<file path="src/rtl/pc_gen_if.sv">
// ---------------------------------------------------------------------------
// pc_gen_if -- fetch handshake bus between the PC generator and the IF stage.
//
// Signals:
//   pc_out    current fetch PC (driven by the generator)
//   pc_valid  pc_out is valid for fetch (driven by the generator)
//   pc_seq    pc_out + INCR, modulo 2^XLEN (driven by the generator)
//   pc_ready  IF stage accepts pc_out this cycle (driven by the IF stage)
//
// Modports: master = PC generator side, slave = IF stage side.
// ---------------------------------------------------------------------------
interface pc_gen_if #(
    parameter int unsigned XLEN = 32
);
    logic [XLEN-1:0] pc_out;
    logic [XLEN-1:0] pc_seq;
    logic            pc_valid;
    logic            pc_ready;

    modport master (output pc_out, output pc_valid, output pc_seq, input pc_ready);
    modport slave  (input pc_out, input pc_valid, input pc_seq, output pc_ready);
endinterface

</file>
<file path="src/rtl/pc_gen.sv">
// ---------------------------------------------------------------------------
// pc_gen -- parametrised fetch PC generator for the DLX pipeline.
//
// Presents the fetch PC to the IF stage over a valid/ready handshake and
// advances it by INCR on every accepted PC. Trap, redirect and RAS return
// events load a new (aligned) target and insert one bubble cycle; halt parks
// the generator until the next such event.
//
// Optional feature macro: PC_RAS_EN -- adds a circular return-address stack
// of RAS_DEPTH entries (push = call, pop = return redirect). Without it the
// RAS inputs are ignored and o_ras_empty is tied to 1.
//
// Ports:
//   clk             clock, all state updates on posedge
//   reset_n         synchronous active-low reset
//   io_fetch        fetch bus (pc_out, pc_valid, pc_seq out; pc_ready in)
//   i_halt          stop issuing PCs after the current handshake
//   i_redirect      load i_redirect_pc
//   i_redirect_pc   redirect target
//   i_trap          load TRAP_VEC
//   i_ras_push      push i_ras_push_pc onto the RAS
//   i_ras_push_pc   return address to push
//   i_ras_pop       redirect to the RAS top entry
//   o_misalign      1-cycle pulse: the loaded target had low bits set
//   o_ras_empty     RAS holds no entries
// ---------------------------------------------------------------------------
module pc_gen #(
    parameter int unsigned     XLEN      = 32,
    parameter int unsigned     INCR      = 4,
    parameter logic [XLEN-1:0] RESET_VEC = '0,
    parameter logic [XLEN-1:0] TRAP_VEC  = 'h100,
    parameter int unsigned     RAS_DEPTH = 4
) (
    input  logic            clk,
    input  logic            reset_n,
    pc_gen_if.master        io_fetch,
    input  logic            i_halt,
    input  logic            i_redirect,
    input  logic [XLEN-1:0] i_redirect_pc,
    input  logic            i_trap,
    input  logic            i_ras_push,
    input  logic [XLEN-1:0] i_ras_push_pc,
    input  logic            i_ras_pop,
    output logic            o_misalign,
    output logic            o_ras_empty
);
    // Low bits that must be zero in any PC (INCR is a power of two).
    localparam logic [XLEN-1:0] ALIGN_MASK = XLEN'(INCR - 1);

    typedef enum logic [1:0] {
        ST_BUBBLE,
        ST_RUN,
        ST_HALTED
    } state_t;

    state_t          r_state;
    logic [XLEN-1:0] r_pc;
    logic            r_pc_valid;
    logic            r_misalign;

    wire  [XLEN-1:0] w_pc_seq    = r_pc + XLEN'(INCR);
    wire             w_handshake = r_pc_valid & io_fetch.pc_ready;

    logic            w_ras_hit;
    logic [XLEN-1:0] w_ras_target;

`ifdef PC_RAS_EN
    localparam int unsigned PTR_W = $clog2(RAS_DEPTH);
    localparam int unsigned CNT_W = $clog2(RAS_DEPTH + 1);

    logic [XLEN-1:0]  r_ras_mem [RAS_DEPTH];
    logic [PTR_W-1:0] r_ras_top;    // index of the most recent entry
    logic [CNT_W-1:0] r_ras_cnt;

    assign w_ras_hit    = i_ras_pop & (r_ras_cnt != '0);
    assign w_ras_target = r_ras_mem[r_ras_top];
    assign o_ras_empty  = (r_ras_cnt == '0);

    // NOTE: storage arrays carry no reset; the count alone decides which
    // entries are meaningful, so clearing the data would only cost logic.
    always_ff @(posedge clk) begin
        if (reset_n && i_ras_push) begin
            // Push with a successful pop replaces the top that is being returned to.
            if (w_ras_hit)
                r_ras_mem[r_ras_top] <= i_ras_push_pc;
            else
                r_ras_mem[r_ras_top + PTR_W'(1)] <= i_ras_push_pc;
        end
    end

    // The stack updates even when trap/redirect wins the PC priority.
    always_ff @(posedge clk) begin
        if (!reset_n) begin
            r_ras_top <= '0;
            r_ras_cnt <= '0;
        end else if (i_ras_push && !w_ras_hit) begin
            // A full stack wraps onto its oldest entry; the count saturates.
            r_ras_top <= r_ras_top + PTR_W'(1);
            if (r_ras_cnt != CNT_W'(RAS_DEPTH))
                r_ras_cnt <= r_ras_cnt + CNT_W'(1);
        end else if (w_ras_hit && !i_ras_push) begin
            r_ras_top <= r_ras_top - PTR_W'(1);
            r_ras_cnt <= r_ras_cnt - CNT_W'(1);
        end
    end
`else
    assign w_ras_hit    = 1'b0;
    assign w_ras_target = '0;
    assign o_ras_empty  = 1'b1;

    wire w_unused_ras = &{1'b0, i_ras_push, i_ras_pop, i_ras_push_pc, (RAS_DEPTH >= 2)};
`endif

    // Next-target selection: trap > redirect > RAS return.
    logic            w_load;
    logic [XLEN-1:0] w_target;

    // NOTE: every always_comb output gets a default first so no path leaves
    // it unassigned, which would otherwise infer a latch.
    always_comb begin
        w_load   = 1'b1;
        w_target = TRAP_VEC;
        if (i_trap)
            w_target = TRAP_VEC;
        else if (i_redirect)
            w_target = i_redirect_pc;
        else if (w_ras_hit)
            w_target = w_ras_target;
        else
            w_load = 1'b0;
    end

    // NOTE: sequential state uses non-blocking assignments only, so every
    // register samples the pre-edge values regardless of statement order.
    always_ff @(posedge clk) begin
        if (!reset_n) begin
            r_pc       <= RESET_VEC;
            r_pc_valid <= 1'b0;
            r_misalign <= 1'b0;
            r_state    <= ST_BUBBLE;
        end else begin
            r_misalign <= w_load & (|(w_target & ALIGN_MASK));
            if (w_load) begin
                // Any outstanding PC is dropped; the target appears after one bubble.
                r_pc       <= w_target & ~ALIGN_MASK;
                r_pc_valid <= 1'b0;
                r_state    <= ST_BUBBLE;
            end else begin
                case (r_state)
                    ST_BUBBLE: begin
                        r_state    <= i_halt ? ST_HALTED : ST_RUN;
                        r_pc_valid <= !i_halt;
                    end
                    ST_RUN: begin
                        if (w_handshake)
                            r_pc <= w_pc_seq;
                        // In RUN pc_valid is 1, so either the PC was taken or
                        // it stalled; both park here.
                        if (i_halt && (w_handshake || !io_fetch.pc_ready)) begin
                            r_state    <= ST_HALTED;
                            r_pc_valid <= 1'b0;
                        end
                    end
                    ST_HALTED: begin
                        r_pc_valid <= 1'b0;
                    end
                    default: begin
                        r_state    <= ST_BUBBLE;
                        r_pc_valid <= 1'b0;
                    end
                endcase
            end
        end
    end

    assign io_fetch.pc_out   = r_pc;
    assign io_fetch.pc_valid = r_pc_valid;
    assign io_fetch.pc_seq   = w_pc_seq;
    assign o_misalign        = r_misalign;
endmodule

</file>
<file path="src/flat_wrapper.sv">
// flat-port wrapper written by rule: the top's interface ports become plain ports
module pc_gen_flat 
#(
    parameter int unsigned     XLEN      = 32,
    parameter int unsigned     INCR      = 4,
    parameter logic [XLEN-1:0] RESET_VEC = '0,
    parameter logic [XLEN-1:0] TRAP_VEC  = 'h100,
    parameter int unsigned     RAS_DEPTH = 4
)
  (clk, reset_n, i_halt, i_redirect, i_redirect_pc, i_trap, i_ras_push, i_ras_push_pc, i_ras_pop, o_misalign, o_ras_empty, io_fetch_pc_out, io_fetch_pc_valid, io_fetch_pc_seq, io_fetch_pc_ready);
  pc_gen_if #(.XLEN(XLEN)) io_fetch_i ();
  input  logic clk;
  input  logic reset_n;
  input  logic i_halt;
  input  logic i_redirect;
  input  logic [XLEN-1:0] i_redirect_pc;
  input  logic i_trap;
  input  logic i_ras_push;
  input  logic [XLEN-1:0] i_ras_push_pc;
  input  logic i_ras_pop;
  output logic o_misalign;
  output logic o_ras_empty;
  output wire logic [$bits(io_fetch_i.pc_out)-1:0] io_fetch_pc_out;
  output wire logic [$bits(io_fetch_i.pc_valid)-1:0] io_fetch_pc_valid;
  output wire logic [$bits(io_fetch_i.pc_seq)-1:0] io_fetch_pc_seq;
  input wire logic [$bits(io_fetch_i.pc_ready)-1:0] io_fetch_pc_ready;
  assign io_fetch_pc_out = io_fetch_i.pc_out;
  assign io_fetch_pc_valid = io_fetch_i.pc_valid;
  assign io_fetch_pc_seq = io_fetch_i.pc_seq;
  assign io_fetch_i.pc_ready = io_fetch_pc_ready;
  pc_gen #(.XLEN(XLEN), .INCR(INCR), .RESET_VEC(RESET_VEC), .TRAP_VEC(TRAP_VEC), .RAS_DEPTH(RAS_DEPTH)) u_core (.clk(clk), .reset_n(reset_n), .io_fetch(io_fetch_i), .i_halt(i_halt), .i_redirect(i_redirect), .i_redirect_pc(i_redirect_pc), .i_trap(i_trap), .i_ras_push(i_ras_push), .i_ras_push_pc(i_ras_push_pc), .i_ras_pop(i_ras_pop), .o_misalign(o_misalign), .o_ras_empty(o_ras_empty));
endmodule
</file>
<file path="config.mk">
export PLATFORM = sky130hd
export DESIGN_NAME = pc_gen_flat
export DESIGN_NICKNAME = d
export VERILOG_FILES = /design/src/rtl/pc_gen_if.sv /design/src/rtl/pc_gen.sv /design/src/flat_wrapper.sv
export SDC_FILE = /design/constraint.sdc
export NUM_CORES = 1
export LEC_CHECK = 0
export ABC_AREA = 1
export BUFFER_PORTS_ARGS = -buffer_cell sky130_fd_sc_hd__clkbuf_2
export CAP_MARGIN = 20
export CORE_MARGIN = 4
export CORE_UTILIZATION = 40
export CTS_CLUSTER_SIZE = 10
export DETAILED_ROUTE_END_ITERATION = 8
export GPL_ROUTABILITY_DRIVEN = 0
export GPL_TIMING_DRIVEN = 0
export PLACE_DENSITY_LB_ADDON = 0.12
export SYNTH_ARGS = -nofsm -noshare
export SYNTH_HDL_FRONTEND = slang
export SYNTH_SLANG_ARGS = --single-unit
</file>
<file path="constraint.sdc">
create_clock -name clk -period 1.45 [get_ports clk]
set_input_delay 0.29 -clock clk [delete_from_list [all_inputs] [get_ports clk]]
set_output_delay 0.29 -clock clk [all_outputs]
set_load 0.05 [all_outputs]
</file>
* Word-level counts from Yosys, hierarchy flattened
Cells that the tools add are included.
Widths: inputs -> output; s select.
** Operators by class
- Muxes and demuxes :: 12
- Equal/unequal tests :: 3
- Reduce and logical (&&, ||, !) cells :: 12
- Bitwise gates (word level) :: 4
- $add $sub $neg :: 1
** Operators with widths (count)
- $mux 32 :: 5
- $add 32x3->32 const B :: 1
- $pmux 2 s3 :: 1
- $reduce_and 2->1 :: 3
- $mux 2 :: 2
- $reduce_bool 2->1 :: 2
- $reduce_or 2->1 :: 2
- $mux 1 :: 3
- $and 1x1->1 :: 2
- $eq 2x1->1 const B :: 1
- $eq 2x2->1 const B :: 1
- $logic_not 1->1 :: 2
- $logic_not 2->1 :: 1
- $ne 2x1->1 const B :: 1
- $not 1->1 :: 2
- $pmux 1 s2 :: 1
- $logic_and 1x1->1 :: 1
- $logic_or 1x1->1 :: 1
** Word-level totals
- Word-level logic and storage cells :: 37
- Output and inout port bits :: 67
- Input port bits :: 72
- Register bits after elaboration :: 36

* Logic depth before layout (Yosys ltp)
- Depth after elaboration :: 5
- Mapped depth :: 10
- Mapped depth without buffers :: 10

* Worst setup path before layout
Ideal clock, no wire load.
- Kind :: reg-to-reg
- Start :: register u_core.r_pc[2], in the netlist u_core.io_fetch.pc_out[2]
- End :: register u_core.r_pc[9], in the netlist u_core.io_fetch.pc_out[9]
- Required time :: 1.380 ns
- Data arrival time :: 2.524 ns
- Path slack :: -1.144 ns
- Cell stages (with the launch flop) :: 7
- Library setup time :: 0.070 ns
- Period minus slack after synthesis :: 2.594 ns
- Buffers on the path :: 0
- Path through :: dfxtp_1 inv_1 nor2_4 nand2_4 xnor2_1 nand2_1 a21oi_1
** Between the ends
- Word-level cells in the longest chain between the ends :: 4
** RTL lines
- start: declaration :: line pc_gen.sv:57 : logic [XLEN-1:0] r_pc;
- start signal: assignment :: line pc_gen.sv:145 : r_pc <= w_target & ~ALIGN_MASK;
- start signal: assignment :: line pc_gen.sv:156 : r_pc <= w_pc_seq;
- $add 32x3->32 :: line pc_gen.sv:61 : wire [XLEN-1:0] w_pc_seq = r_pc + XLEN'(INCR);
- net io_fetch_pc_seq[9] :: line flat_wrapper.sv:25 : output wire logic [$bits(io_fetch_i.pc_seq)-1:0] io_fetch_pc_seq;
- $mux 32 :: line pc_gen.sv:155 : if (w_handshake)
- $mux 32 :: line pc_gen.sv:149 : case (r_state)
- $mux 32 :: line pc_gen.sv:143 : if (w_load) begin
The timed path passes the listed nets, and every way through them passes these cells. The select of a mux whose other input is x is not followed.
A chain may end at the register's enable or synchronous reset.

* Worst setup path after layout
- Start :: register u_core.r_pc[2], in the netlist u_core.io_fetch.pc_out[2]
- End :: output port io_fetch_pc_seq[15]
** Between the ends
- Word-level cells in the longest chain between the ends :: 1
** RTL lines (line)
- $add 32x3->32 :: pc_gen.sv:61
- end: declaration :: flat_wrapper.sv:25
Every way passes these cells.

==> qor.csv <==
metric,value,unit
layout cell share with drive strength beyond 1,58.5,%
maximum clock insertion buffer count,2,
R2R Path End,u_core.io_fetch.pc_out[17],
end point of the critical path,io_fetch_pc_seq[15],
initial antenna violation count,0,
post-synthesis cell area,2370,µm²
cell chain of the critical path,"clkinvlp_4, nor2_4, nand2_4, nor2_4, buf_12, xor2_4, buf_8",
period utilization,143,%
crit-path most repeated cell,nor2_4,
synth cell count leaders,"nand2_1, a21oi_1, dfxtp_1, o21ai_0, nor2_1",
Worst setup SP type,flop,
synth warn,0,
"FF+latch count, synth",34,
largest fanout on the critical path,5,
Clock Pin Slew Worst Setup and Hold Paths,80,ps
DR WL/cell,16.0,µm
Peak VDD IR,0.000549,V
Final HPWL DP,6280,µm
Rows,27,
final non-filler cell total,592,
Hold Fails Final Rpt,0,
PD cells,747,nW/µm²
fin worst setup slack,-625,ps
DRT iter0 DRCs,111,
H-tree depth,2,
failing checks,setup timing,
Core Region,5640,µm²
slowest stage cell on the critical path,dfxtp_4,
Unique masters post-synth,25,
min-delay worst type,in2reg,
vias per inst,5.16,
Initial Util,42.0,%
GRT overflow,0,
Fmax,0.482,GHz
final number of setup-violating endpoints,53,
Worst EP required,1160,ps
CP Launch Point,u_core.io_fetch.pc_out[2],
Yosys top cell by area,dfxtp_1,
largest net degree at the start of global routing,12,
Synth area leaders,"dfxtp_1, nand2_1, a21oi_1, o21ai_0, nor2_1",
final net count,592,
Multi-input gate area,2110,µm²
Crit Path Category,reg2out,
Layout fillers,349,
clock sink count,34,
FF/Latch Area,759,µm²
Synth top area share,28.7,%
die area,7220,µm²
Post-route DRC,0,
syn_area_per_cell,6.35,µm²
CP max stage delay,390,ps
fin. max-slew vios,0,
hold slack final,237,ps
Reg2Reg Depth,9,
Place WS,-655,ps
Area after DPL,3320,µm²
run status,finished with violations,
endpoint type of the worst setup path,primary output,
CTS tree,built,
vias in the first global route,3034,
antenna cells,0,
"Seq/Total Area, Yosys",28.7,%
worst endpoint data arrival time,1790,ps
Die Width,85.0,µm
Synth Instances,373,
Max Cap Viol,0,
FF-to-FF setup slack,-230,ps
Root Buffer,clkbuf_8,
TritonRoute pass-1 iters,4,
fin area,4540,µm²
P&R area growth vs syn,91.7,%
Clock Latency Late Sink,290,ps
ys async rst share,0,%
WHS Path Cells,3,
TritonCTS Buffers,5,
Vias,3057,
Leak,1.90,nW
min Tclk post-route,2080,ps
die height,85.0,µm
reg-to-reg critical path startpoint,u_core.io_fetch.pc_out[2],
cell with the most instances after synthesis,nand2_1,
worst slew pin tran,610,ps
Ports,139,
gr usage total,24.6,%
post-route ant nets,0,
WL final,9450,µm
placed cell count,547,
CTS Hold Bufs,0,
"Primary FF master, synth",dfxtp_1,
Setup Skew,7.94,ps
Post-synth EDFFs,0,
buffers added on ports,99,
unrepaired setup endpoints after global routing,true,
global-route wire length before repair,14500,µm
relative slew slack,59.3,%
==> worst min-delay path by stage <==
stage / slack, ps / startpoint / end
floorplan: 420 / reset_n / u_core.io_fetch.pc_out[2]
global placement: 490 / u_core.r_state[0] / u_core.r_state[1]
detailed placement: 510 / u_core.r_state[0] / u_core.r_state[1]
CTS: 230 / i_redirect_pc[2] / u_core.io_fetch.pc_out[2]
global route: 250 / i_redirect_pc[2] / u_core.io_fetch.pc_out[2]
finish: 240 / i_redirect_pc[2] / u_core.io_fetch.pc_out[2]
==> placed cells by master (no fill, tap or decap), types with 4 or more instances in the layout <==
master     Yosys  layout
clkbuf_8       0       7
buf_4          5      28
a21oi_1       57      43
nand3_1       13       5
clkbuf_2       0      73
inv_1         26      25
buf_8          0      19
xnor2_4        0       4
nand3_2        0       7
nand3b_1       6       6
nand2_2        5      34
buf_6          0      15
dfxtp_2        0       6
dfxtp_1       34       9
buf_2          6       4
xor2_4         0      11
clkbuf_1       8       4
nor2_1        31      15
nand2_4        1      16
o21ai_0       33      33
clkbuf_16      0       8
a21oi_2        0      14
conb_1         2       5
nand2_1      108      64
dfxtp_4        0      19
nor2_4         6      12
nor2_2         5      15
==> logic make-up after synthesis <==
kind of cell / synth area share (%)
flip-flops: 28.7
AND/OR/NAND/NOR: 34.5
buffers and inverters: 8.39
XOR/XNOR: 7.76
AO/OA/AOI/OAI: 19.8
adder cells (fa/ha/maj): 0.528
other: 0.317
==> report_power, final <==
group	total, W	internal, W	leakage [nW]	switching [W]
registers	0.00109	0.000984	0.295	0.000109
clock network	0.00111	0.000734	0.0714	0.000375
logic	0.00119	0.000442	1.53	0.000751
total	0.00339	0.00216	1.90	0.00123
==> stage by stage <==
step | TNS [ps] | total power, W | util [%]
after floorplan | -21750 | 0.00180 | -
after global placement | -15060 | 0.00202 | 58.8
after detailed placement | -16870 | 0.00203 | 58.8
after CTS | -16870 | 0.00330 | 74.5
after global routing | -20630 | 0.00352 | 80.5
final | -17060 | 0.00339 | 80.5
==> area by class of cell <==
class / instances / area share, %
buffer: 19 / 2.45
inverter: 27 / 2.31
timing repair buffer: 136 / 27.0
sequential: 34 / 16.7
clock buffer: 6 / 1.82
clock inverter: 2 / 1.32
tap: 72 / 1.98
multi-input combinational: 296 / 46.4
==> worst max-delay path: cells and delay by family (launching register included) <==
family        cells  cell delay (ps)
simple gates      3              510
buf+inv           3              410
flops             1              390
xor+xnor          1              160
==> state kept, by name, indices dropped and copies added, names as in the netlist <==
name	flops
u_core.o_misalign	1
u_core.r_state	2
u_core.io_fetch.pc_out	30
u_core.io_fetch.pc_valid	1
==> layer usage <==
metal	wire length, µm	global-route usage, %
met1	3890	31.3
met2	4910	42.7
met3	545	4.66
met4	108	5.90
met5	0	0
==> repair_timing <==
item,in CTS,in global routing
resized for setup,133,82
setup buffers,22,18
endpoints found under the setup margin,59,57
pin swaps,31,36
Power figures use the tool's default switching activity.
